--- config.mk ---
export PLATFORM = sky130hd
export DESIGN_NAME = regfile_access_ctrl
export DESIGN_NICKNAME = d
export VERILOG_FILES = /design/src/rtl/regfile_access_ctrl_pkg.sv /design/src/rtl/regfile_access_ctrl.sv
export SDC_FILE = /design/constraint.sdc
export NUM_CORES = 1
export LEC_CHECK = 0
export ABC_CLOCK_PERIOD_IN_PS = 2400
export CAP_MARGIN = 0
export CORE_AREA = 2 2 171 173
export DETAILED_ROUTE_END_ITERATION = 8
export DIE_AREA = 0 0 173 175
export GPL_TIMING_DRIVEN = 0
export PLACE_DENSITY = 0.73
export SLEW_MARGIN = 40
export SYNTH_ARGS = -nofsm -noshare
export SYNTH_HDL_FRONTEND = slang
export SYNTH_SLANG_ARGS = --single-unit
--- constraint.sdc ---
create_clock -name Clk -period 2.4 [get_ports Clk]
set_clock_uncertainty 0.1 [all_clocks]
set_input_delay 0.48 -clock Clk [delete_from_list [all_inputs] [get_ports Clk]]
set_output_delay 0.48 -clock Clk [all_outputs]
set_load 0.02 [all_outputs]
--- src/rtl/regfile_access_ctrl_pkg.sv ---
// Shared types and defaults for the register-file access controller.
// Holds the command opcode encoding, FSM state type and size defaults.
package regfile_access_ctrl_pkg;

  localparam int DEF_DATA_W = 64;
  localparam int DEF_ADDR_W = 9;
  localparam int DEF_DEPTH  = 64;

  typedef enum logic [1:0] {
    OP_READ2 = 2'b00,
    OP_WRITE = 2'b01,
    OP_COPY  = 2'b10,
    OP_RSVD  = 2'b11
  } op_e;

  typedef enum logic [2:0] {
    IDLE,
    RD_ISSUE,
    RD_CAPTURE,
    WR_ISSUE,
    RESP
  } state_e;

  // READ2 and COPY both consume the second address field; WRITE ignores it.
  function automatic logic op_uses_b(input op_e op);
    return (op == OP_READ2) || (op == OP_COPY);
  endfunction

endpackage

--- src/rtl/regfile_access_ctrl.sv ---
// Command-driven initiator for the register file: READ2 / WRITE / COPY
// commands in, registered register-file port set out, one response per command.
module regfile_access_ctrl
  import regfile_access_ctrl_pkg::*;
#(
  parameter int DATA_W = DEF_DATA_W,
  parameter int ADDR_W = DEF_ADDR_W,
  parameter int DEPTH  = DEF_DEPTH
) (
  input  logic              Clk,
  input  logic              Rst,
  input  logic              cmd_valid,
  output logic              cmd_ready,
  input  logic [1:0]        cmd_op,
  input  logic [ADDR_W-1:0] cmd_addr_a,
  input  logic [ADDR_W-1:0] cmd_addr_b,
  input  logic [DATA_W-1:0] cmd_wdata,
  output logic              rsp_valid,
  input  logic              rsp_ready,
  output logic [DATA_W-1:0] rsp_data1,
  output logic [DATA_W-1:0] rsp_data2,
  output logic              rsp_err,
  output logic [ADDR_W-1:0] rf_read_reg1,
  output logic [ADDR_W-1:0] rf_read_reg2,
  output logic [ADDR_W-1:0] rf_write_reg,
  output logic [DATA_W-1:0] rf_write_data,
  output logic              rf_reg_write,
  output logic              rf_en,
  input  logic [DATA_W-1:0] rf_read_data1,
  input  logic [DATA_W-1:0] rf_read_data2
);

  state_e              state_reg, state_next;
  op_e                 op_reg;
  logic [ADDR_W-1:0]   addr_b_reg;
  logic                cmd_ready_reg;
  logic                rsp_valid_reg, rsp_err_reg;
  logic [DATA_W-1:0]   rsp_data1_reg, rsp_data2_reg;
  logic [ADDR_W-1:0]   rf_read_reg1_reg, rf_read_reg2_reg, rf_write_reg_reg;
  logic [DATA_W-1:0]   rf_write_data_reg;
  logic                rf_en_reg, rf_reg_write_reg;

  op_e  cmd_op_e;
  logic accept;
  logic cmd_err;

  assign cmd_op_e = op_e'(cmd_op);
  assign accept   = (state_reg == IDLE) && cmd_valid && cmd_ready_reg;
  assign cmd_err  = (cmd_op_e == OP_RSVD)
                  || (cmd_addr_a >= ADDR_W'(DEPTH))
                  || (op_uses_b(cmd_op_e) && (cmd_addr_b >= ADDR_W'(DEPTH)));

  always_ff @(posedge Clk) begin
    if (Rst) state_reg <= IDLE;
    else     state_reg <= state_next;
  end

  always_comb begin
    state_next = state_reg;
    case (state_reg)
      IDLE: begin
        if (accept) begin
          if (cmd_err)                    state_next = RESP;
          else if (cmd_op_e == OP_WRITE)  state_next = WR_ISSUE;
          else                            state_next = RD_ISSUE;
        end
      end
      RD_ISSUE:   state_next = RD_CAPTURE;
      RD_CAPTURE: state_next = (op_reg == OP_COPY) ? WR_ISSUE : RESP;
      WR_ISSUE:   state_next = RESP;
      RESP:       if (rsp_valid_reg && rsp_ready) state_next = IDLE;
      default:    state_next = IDLE;
    endcase
  end

  // Port-set and response registers; write strobes follow the next state so
  // they are high exactly while the FSM sits in WR_ISSUE.
  always_ff @(posedge Clk) begin
    if (Rst) begin
      op_reg            <= OP_READ2;
      addr_b_reg        <= '0;
      cmd_ready_reg     <= 1'b1;
      rsp_valid_reg     <= 1'b0;
      rsp_err_reg       <= 1'b0;
      rsp_data1_reg     <= '0;
      rsp_data2_reg     <= '0;
      rf_read_reg1_reg  <= '0;
      rf_read_reg2_reg  <= '0;
      rf_write_reg_reg  <= '0;
      rf_write_data_reg <= '0;
      rf_en_reg         <= 1'b0;
      rf_reg_write_reg  <= 1'b0;
    end else begin
      cmd_ready_reg    <= (state_next == IDLE);
      rf_en_reg        <= (state_next == WR_ISSUE);
      rf_reg_write_reg <= (state_next == WR_ISSUE);
      case (state_reg)
        IDLE: begin
          if (accept) begin
            op_reg     <= cmd_op_e;
            addr_b_reg <= cmd_addr_b;
            if (cmd_err) begin
              rsp_data1_reg <= '0;
              rsp_data2_reg <= '0;
              rsp_err_reg   <= 1'b1;
            end else if (cmd_op_e == OP_WRITE) begin
              rf_write_reg_reg  <= cmd_addr_a;
              rf_write_data_reg <= cmd_wdata;
            end else begin
              rf_read_reg1_reg <= cmd_addr_a;
              if (cmd_op_e == OP_READ2) rf_read_reg2_reg <= cmd_addr_b;
            end
          end
        end
        RD_CAPTURE: begin
          if (op_reg == OP_COPY) begin
            rf_write_reg_reg  <= addr_b_reg;
            rf_write_data_reg <= rf_read_data1;
          end else begin
            rsp_data1_reg <= rf_read_data1;
            rsp_data2_reg <= rf_read_data2;
            rsp_err_reg   <= 1'b0;
          end
        end
        WR_ISSUE: begin
          rsp_data1_reg <= rf_write_data_reg;
          rsp_data2_reg <= '0;
          rsp_err_reg   <= 1'b0;
        end
        RESP: begin
          rsp_valid_reg <= !(rsp_valid_reg && rsp_ready);
        end
        default: ;
      endcase
    end
  end

  // Gating with Rst keeps the controller closed for the whole reset window.
  assign cmd_ready     = cmd_ready_reg && !Rst;
  assign rsp_valid     = rsp_valid_reg;
  assign rsp_err       = rsp_err_reg;
  assign rsp_data1     = rsp_data1_reg;
  assign rsp_data2     = rsp_data2_reg;
  assign rf_read_reg1  = rf_read_reg1_reg;
  assign rf_read_reg2  = rf_read_reg2_reg;
  assign rf_write_reg  = rf_write_reg_reg;
  assign rf_write_data = rf_write_data_reg;
  assign rf_en         = rf_en_reg;
  assign rf_reg_write  = rf_reg_write_reg;

endmodule
# [Yosys cells after proc, flatten, opt, wreduce, memory -nomap -nowiden]
# Index checks and enable logic that the tools add are counted.
[word_totals] word_cells=78 in_bits=216 register_bits=237
[op_classes] mux=26 n_eq_ne=15 bitwise=2 magnitude_cmp=2 n_reduce_logical=20
[op_table] operator="$mux 64" count=8
[op_table] operator="$pmux 64 s3" count=2
[op_table] operator="$pmux 64 s2" count=1
[op_table] operator="$mux 9" count=4
[op_table] operator="$ge 9x7->1 const B" count=2
[op_table] operator="$pmux 9 s2" count=1
[op_table] operator="$pmux 3 s5" count=1
[op_table] operator="$mux 3" count=4
[op_table] operator="$ne 2x2->1 const B" count=5
[op_table] operator="$reduce_and 5->1" count=2
[op_table] operator="$eq 3x2->1 const B" count=3
[op_table] operator="$reduce_and 4->1" count=2
[op_table] operator="$eq 2x2->1 const B" count=3
[op_table] operator="$logic_not 3->1" count=2
[op_table] operator="$logic_and 1x1->1" count=5
[op_table] operator="$eq 3x1->1 const B" count=1
[op_table] operator="$eq 3x3->1 const B" count=1
[op_table] operator="$logic_or 1x1->1" count=3
[op_table] operator="$mux 1" count=3
[op_table] operator="$pmux 1 s3" count=1
[op_table] operator="$reduce_bool 3->1" count=1
[op_table] operator="$eq 2x1->1 const B" count=1
[op_table] operator="$logic_not 1->1" count=2
[op_table] operator="$logic_not 2->1" count=1
[op_table] operator="5 further kinds" count=6

# [Depth between registers and ports, before layout]
[logic_depth] word_depth=8 ltp_mapped=8 mapped_depth_nobuf=4

# [Worst setup path before layout]
# OpenSTA, ideal clock, no wires.
[synth_timing] kind="input to register" startpoint="input cmd_addr_b[8]" endpoint="register rsp_data2_reg[15], in the netlist rsp_data2[15]" cell_stages=6 setup_ns=0.070 n_path_buf=2 path_slack_ns=0.359 arrival_time_ns=1.870 path_cell_list="or4_4 a211oi_2 buf_2 buf_2 o21ai_0 a21oi_1"
[synth_between] elab_chain_len=5
[synth_lines] item="from (decl)" line="regfile_access_ctrl.sv:16" text="input logic [ADDR_W-1:0] cmd_addr_b,"
[synth_lines] item="$ge 9x7->1" line="regfile_access_ctrl.sv:51" text="|| (op_uses_b(cmd_op_e) && (cmd_addr_b >= ADDR_W'(DEPTH)));"
[synth_lines] item="$logic_and 1x1->1" line="regfile_access_ctrl.sv:51"
[synth_lines] item="$logic_or 1x1->1" line="regfile_access_ctrl.sv:51"
[synth_lines] item="$ne 2x2->1 (no source line)"
[synth_lines] item="$reduce_and 4->1 (no source line)"
[synth_lines] item="to (signal assigned)" line="regfile_access_ctrl.sv:121" text="rsp_data2_reg <= rf_read_data2;"
[synth_lines] item="to (decl)" line="regfile_access_ctrl.sv:38" text="logic [DATA_W-1:0] rsp_data1_reg, rsp_data2_reg;"
# No other way between the ends.
# A chain may end at the register's enable or synchronous reset.

# [Worst setup path after layout]
[layout_timing] startpoint="input cmd_op[0]" endpoint="register rsp_data2_reg[57], in the netlist rsp_data2[57]"
[layout_between] elab_chain_len=6
[layout_lines] item="from (decl)" line="regfile_access_ctrl.sv:14" text="input logic [1:0] cmd_op,"
[layout_lines] item="$eq 2x2->1 or $logic_not 2->1 (tied branches)" line="regfile_access_ctrl_pkg.sv:26" text="return (op == OP_READ2) || (op == OP_COPY);"
[layout_lines] item="$logic_or 1x1->1" line="regfile_access_ctrl_pkg.sv:26"
[layout_lines] item="$logic_and 1x1->1" line="regfile_access_ctrl.sv:51"
[layout_lines] item="$logic_or 1x1->1 *" line="regfile_access_ctrl.sv:51"
[layout_lines] item="$ne 2x2->1 (no source line) *"
[layout_lines] item="$reduce_and 4->1 (no source line) *"
# Every way passes the cells marked *; elsewhere a longest branch is shown, timed or not.

==> results.json <==
{
  "outcome": "finished, final reports clean",
  "floorplan.die.width_um": 173,
  "buffers_inserted_during_post_cts_setup_optimization": 0,
  "ant_nets": 0,
  "drt-total-wl_um": 43200,
  "finalHoldViolCount": 0,
  "cts_buffers": 28,
  "postSynthNetCount": 1386,
  "total_via_count_in_the_routed_design": 11200,
  "post-route-drc-count": 0,
  "timing.critical_path.fanout_max": 10,
  "htree_levels": 1,
  "critical_path.cell_chain": "clkdlybuf4s50_1 > or4_4 > a211oi_4 > buf_4 > buf_2 > o21ai_0 > a21oi_1",
  "final_layout_size_suffix_gt1_share_pct": 15.9,
  "firstDrtPassIters": 5,
  "cts_sinks": 237,
  "peakVddDrop_uv": 375,
  "synth_enable_flop_cells": 0,
  "finalMaxSlewViolations": 0,
  "fin_crit_ns": 2.32,
  "grt_antenna_before_repair": 3,
  "rows": 62,
  "finalWeightedCongestion": 0.884,
  "instances_no_fill": 2044,
  "min_from": "addr_b_reg[8]$_SDFFE_PP0P_",
  "yosysSeqAreaShare_pct": 43.3,
  "grt_start_max_net_pins": 14,
  "final_util_pct": 59.8,
  "wl_per_cell_um": 21.1,
  "timing.critical_path.slowest_stage_cell": "sky130_fd_sc_hd__clkdlybuf4s50_1",
  "max-clock-path-buffers": 3,
  "synth_cell_types": 42,
  "io_pins": 440,
  "power_density_nw_per_um2": 593,
  "detailed_place_hpwl_um": 32200,
  "postSynth.asyncResetShare_pct": 0,
  "worstMarginPinSlew_ns": 0.886,
  "critical_path_required_ns": 2.77,
  "initial_core_utilization_pct": 38.6,
  "launch_point_of_the_critical_path": "cmd_op[0]",
  "clock-root-buffer": "sky130_fd_sc_hd__clkbuf_16",
  "average_cell_area_after_synthesis_sq_um": 9.37,
  "fin_tns_setup_ns": 0,
  "finish.net_count": 1851,
  "power.total_mw": 10.1,
  "die_height_um": 175,
  "fp.dieArea_sq_um": 30300,
  "worst_ep_arrival_time_ns": 2.68,
  "reg2regPathDepth": 6,
  "clkTransAtPathRegs_ns": 0.06,
  "max_freq_mhz": 432,
  "groute.usage.overall_pct": 27.0,
  "tritoncts": "yes",
  "yosysWarningCount": 0,
  "synthesis.instances": 1170,
  "syn-cell-area_sq_um": 11000,
  "grt_pass1_vias": 11000,
  "finalSetupViolCount": 0,
  "detailedRoute.firstIterationViolations": 721,
  "hold_depth": 2,
  "postSynth.topFlopCell": "sky130_fd_sc_hd__dfxtp_1",
  "max_cap_violations": 0,
  "dpl.cell_count": 1992,
  "num-fill-cells": 2489,
  "worstSetupStartpointType": "input pin",
  "synth_to_layout_area_growth_pct": 54.8,
  "synth-seq-cells": 237,
  "first_pass_grt_wire_length_um": 64700,
  "cp-end-kind": "flop",
  "clk_latency_ns": 0.54,
  "slew_headroom_pct": 40.9,
  "reg2reg_from": "state_reg[0]$_SDFF_PP0_",
  "leakagePower_nw": 5.48,
  "port-buffer-count": 438,
  "cpPeakStageDelay_ns": 0.55,
  "hold_path_class": "reg2reg",
  "gr-total-overflow": 0,
  "avgViaCountPerCell": 5.47,
  "timing.hold.ws_ns": 0.356,
  "layout_worst_path_cycle_share_pct": 96.5,
  "critPathKind": "in2reg",
  "core_area_sq_um": 28400
}
[metal layers]
layer	vias to the layer above	GRT usage, %	part of all wire (%)
li1	5282	-	-
met1	5375	34.0	42
met2	432	45.4	48
met3	99	5.48	6.2
met4	0	10.6	3.8
met5	-	0	0
[cells by family after synthesis]
logic type | share of synthesized area [%]
flip-flops | 43.3
multiplexers | 13.2
AND/OR/NAND/NOR | 18.0
buffers and inverters | 6.09
AO/OA/AOI/OAI | 19.4
[through the flow]
stage | area (sq um) | setup slack [ns]
2_1_floorplan | 11000 | 0.359
3_3_place_gp | 15800 | -0.954
3_5_place_dp | 15800 | -0.988
4_1_cts | 16900 | -0.00690
5_1_grt | 17000 | -0.00475
6_report | 17000 | 0.0849
[synthesized netlist by cell type (5+ instances only)]
| library cell | number | area [sq um] |
|---|---|---|
| sky130_fd_sc_hd__a211oi_1 | 13 | 97.6 |
| sky130_fd_sc_hd__a211oi_2 | 61 | 763 |
| sky130_fd_sc_hd__a21oi_1 | 91 | 455 |
| sky130_fd_sc_hd__buf_1 | 5 | 18.8 |
| sky130_fd_sc_hd__buf_2 | 22 | 110 |
| sky130_fd_sc_hd__buf_4 | 5 | 37.5 |
| sky130_fd_sc_hd__buf_6 | 13 | 146 |
| sky130_fd_sc_hd__clkbuf_1 | 88 | 330 |
| sky130_fd_sc_hd__clkbuf_2 | 5 | 25.0 |
| sky130_fd_sc_hd__dfxtp_1 | 237 | 4740 |
| sky130_fd_sc_hd__mux2_2 | 64 | 721 |
| sky130_fd_sc_hd__mux2i_1 | 73 | 731 |
| sky130_fd_sc_hd__nand2_1 | 29 | 109 |
| sky130_fd_sc_hd__nand2b_1 | 66 | 413 |
| sky130_fd_sc_hd__nand3_1 | 12 | 60.1 |
| sky130_fd_sc_hd__nand4_1 | 128 | 801 |
| sky130_fd_sc_hd__nor2_1 | 8 | 30.0 |
| sky130_fd_sc_hd__nor3_1 | 76 | 380 |
| sky130_fd_sc_hd__nor3b_1 | 6 | 45.0 |
| sky130_fd_sc_hd__o21ai_0 | 143 | 716 |
[critical path, delay by kind of cell]
kind	cells	cell delay, ns
buf+inv	3	1.06
compound gates	3	0.62
simple gates	1	0.52
[placed cells by master (no fill, tap or decap), types with 4 or more instances in the layout]
cell                              instances
sky130_fd_sc_hd__a211oi_1                13
sky130_fd_sc_hd__a211oi_2                60
sky130_fd_sc_hd__a21oi_1                 91
sky130_fd_sc_hd__buf_2                   21
sky130_fd_sc_hd__buf_4                    7
sky130_fd_sc_hd__buf_6                   14
sky130_fd_sc_hd__bufinv_16                8
sky130_fd_sc_hd__clkbuf_1                58
sky130_fd_sc_hd__clkbuf_16               29
sky130_fd_sc_hd__clkbuf_2                31
sky130_fd_sc_hd__clkdlybuf4s50_1        437
sky130_fd_sc_hd__clkinv_2                 7
sky130_fd_sc_hd__dfxtp_1                237
sky130_fd_sc_hd__mux2_2                  64
sky130_fd_sc_hd__mux2i_1                 73
sky130_fd_sc_hd__nand2_1                 29
sky130_fd_sc_hd__nand2b_1                65
sky130_fd_sc_hd__nand3_1                 12
sky130_fd_sc_hd__nand4_1                128
sky130_fd_sc_hd__nor2_1                   8
sky130_fd_sc_hd__nor2b_1                  4
sky130_fd_sc_hd__nor3_1                  75
sky130_fd_sc_hd__nor3b_1                  6
sky130_fd_sc_hd__o21ai_0                143
[final cells by class]
type / instances / area (sq um) / area share, %
diodes: 3 / 7.51 / 0.0442
clock buffers: 32 / 757 / 4.46
well taps: 384 / 480 / 2.83
multi-input cells: 795 / 5580 / 32.9
clock inverters: 20 / 317 / 1.86
flip-flops and latches: 237 / 4740 / 27.9
repair buffers: 438 / 4380 / 25.8
plain buffers: 135 / 711 / 4.19
[final timing paths]
| path | end | slack, ns |
|---|---|---|
| max reg2reg | rsp_data2[57]$_SDFFE_PP0P_ | 0.18 |
| min reg2reg | addr_b_reg[8]$_SDFFE_PP0P_ | 0.36 |
| max | rsp_data2[57]$_SDFFE_PP0P_ | 0.08 |
| min | addr_b_reg[8]$_SDFFE_PP0P_ | 0.36 |
[report_power, final]
group / switching (mW) / internal (mW)
logic: 0.600 / 0.550
clock network: 1.79 / 3.13
registers: 0.0259 / 3.97
[repair_timing]
action                                  in CTS  in global routing
hold endpoints to repair                     0                  0
resized for setup                           23                 34
hold buffers                                 0                  0
endpoints found under the setup margin     174                181
pin swaps                                    0                  1
No activity file was read; power rests on OpenSTA's default activity.
==> patch, RTL diff (config.mk and constraints unchanged) <==
The 5 states of `state_e` get a one-hot encoding in 5 bits.
--- a/src/rtl/regfile_access_ctrl_pkg.sv
+++ b/src/rtl/regfile_access_ctrl_pkg.sv
@@ -14,10 +14,10 @@
   } op_e;
 
-  typedef enum logic [2:0] {
-    IDLE,
-    RD_ISSUE,
-    RD_CAPTURE,
-    WR_ISSUE,
-    RESP
+  typedef enum logic [4:0] {
+    IDLE       = 5'b00001,
+    RD_ISSUE   = 5'b00010,
+    RD_CAPTURE = 5'b00100,
+    WR_ISSUE   = 5'b01000,
+    RESP       = 5'b10000
   } state_e;
 
Check against the original RTL: no difference found for any inputs over 4 cycles, from zero or initial values and one cycle with Rst high; so few cycles prove little.
==> patch against the original RTL <==
Final cell count is 2.4% higher; sequential cell count grew 2; worst setup slack worse by 0.010 ns; sequential power increased by 1%; highest routed layer unchanged; fmax down 0.44%; power down 1.5%; routed wire length increased by 1.5%; register-to-register slack got worse by 0.08 ns; largest cell class unchanged; area after synthesis up 6.0%; final area rose by 3.0%; via count rose by 0.75%.
==> patch: results (changes against the original RTL) <==
drtIter0Drc: 845  # +17%
grt_pass1_wl_mm: 66.3  # +2.4%
synth_top_cells_by_count: "dfxtp_1 (239), mux2i_1 (144), nand2b_1 (130), a21oi_1 (86), nor2_1 (83)"
min-delay-start: "cmd_op[1]"
syn_area_sq_mm: 0.0116  # +6.0%
diodes: 0  # -3
status: "finished, final reports clean"
grt_use_total_pct: 27.6  # +0.59 points
min_path_type: "in -> reg"
synth_warnings: 0  # unchanged
grt_pass1_vias: 11400  # +3.6%
route.final.wire_length_mm: 43.8  # +1.5%
peakVddDrop_v: 0.000461  # +23%
drive_gt1_share_pct: 9.36  # -6.5 points
postSynthAreaPerCell_sq_um: 9.53  # +1.7%
holdPathEnd: "op_reg[1]"
gp_congestion: 0.881  # -0.40%
post-dp-hpwl_mm: 32.9  # +2.2%
drtPass1Iterations: 5  # unchanged
dp_cells: 2041  # +2.5%
synth-seq-area-share_pct: 41.1  # -2.1 points
clockBufferDepth: 3  # unchanged
clkLatencyLatePin_ns: 0.53
max_stage_delay_ns: 0.52  # -0.03 ns
slowest_stage: "nor3_1"
fill_cells: 2491  # +0.080%
synth_area_leaders: "dfxtp_1 (41%), mux2i_1 (12%), nand2b_1 (7.0%)"
reg2reg_depth: 8  # +2
hold_path_depth: 3  # +1
cts_root_buffer: "clkbuf_16"
portBuffers: 437  # -0.23%
layout.nets: 1905  # +2.9%
cts_buffers: 27  # -3.6%
clk_pin_slew_ns: 0.07
via_per_inst: 5.39  # -1.6%
max-slew-margin-rel_pct: 49.7  # +8.8 points
finalHoldViolations: 0  # unchanged
p_leak_nw: 6.89  # +26%
reg2reg_slack_ns: 0.10  # -0.08 ns
antenna_found_initial: 0  # -3
grt_max_degree: 20  # +6
syn_nets: 1436  # +3.6%
ys_types: 39  # -7.1%
async_reset_ff_share_pct: 0  # unchanged
rr_endpoint: "rf_write_data[45]"
wl_per_cell_um: 20.9  # -0.84%
synth_seq_cells: 239  # +0.84%
cp.arrival_ns: 2.68  # about the same
reg2reg_from: "state_reg[4]"
cp_max_fo: 10  # unchanged
htreeDepth: 1  # unchanged
## patch: layer usage
layer  routed length (um)  track usage (%)  up-vias  share of wire, %
li1                     -                -     5302                 -
met1                18300             34.5     5435                42
met2                20600             46.2      443                47
met3                 3240             6.42       92               7.4
met4                 1690             10.6        0               3.9
met5                    0                0        -                 0
## patch: stage by stage
step	setup TNS (ns)	cell area, sq um	setup WS (ns)	hold WS (ns)	util (%)
6_report	0	17500	0.0747	0.278	61.6
5_1_grt	-0.179	17500	-0.0351	0.333	61.6
4_1_cts	0	17400	0.00950	0.261	61.4
3_5_place_dp	-104.52	16500	-0.871	0.345	58.1
3_3_place_gp	-102.69	16500	-0.856	0.340	58.1
2_1_floorplan	0	11600	0.465	0.332	-
## patch: layout make-up
| cell class | count | area [sq um] | area share, % |
|---|---|---|---|
| Sequential cell | 239 | 4780 | 27.4 |
| Buffer | 128 | 611 | 3.49 |
| Inverter | 3 | 11.3 | 0.0644 |
| Tap cell | 384 | 480 | 2.75 |
| Clock buffer | 38 | 777 | 4.44 |
| Timing Repair Buffer | 441 | 4400 | 25.2 |
| Multi-Input combinational cell | 849 | 6250 | 35.8 |
| Clock inverter | 11 | 164 | 0.937 |
## patch: how the worst max path moves through the flow
| stage | cells past startpoint | end | start |
|---|---|---|---|
| finish | 7 | rsp_data1[53] | cmd_addr_a[8] |
| global route | 7 | rsp_data1[54] | cmd_addr_a[8] |
| CTS | 7 | rf_write_data[56] | state_reg[4] |
| detailed placement | 6 | rf_write_data[56] | cmd_addr_a[8] |
| global placement | 6 | rf_write_data[55] | cmd_addr_a[8] |
| floorplan | 6 | rsp_data1[20] | cmd_addr_b[6] |
## patch: logic make-up (layout without fill, tap and decap cells)
| logic type | count (synthesis) | in the layout | share of synthesized area, % |
|---|---|---|---|
| xor gates and xnor gates | 1 | 1 | 0.0753 |
| and+or+nand+nor | 466 | 466 | 24.4 |
| AOI/OAI and AO/OA | 238 | 238 | 16.7 |
| buffers and inverters | 132 | 621 | 5.26 |
| muxes | 144 | 144 | 12.4 |
| DFF | 239 | 239 | 41.1 |
## patch: report_power, final
part           internal, mW  switching (mW)  total [mW]
Clock                  2.68            1.70        4.38
Sequential             4.02          0.0300        4.05
Combinational         0.751           0.736        1.49
## patch: critical path, delay by kind of cell
kind / cells / cell delay [ns]
simple gates: 1 / 0.52
buf+inv: 3 / 1.00
compound gates: 2 / 0.45
mux: 1 / 0.22
## patch: repair_timing
| action | CTS | global route |
|---|---|---|
| resized for setup | 6 | 10 |
| endpoints found under the setup margin | 74 | 125 |
| setup buffers | 1 | 3 |
| pin swaps | 0 | 0 |
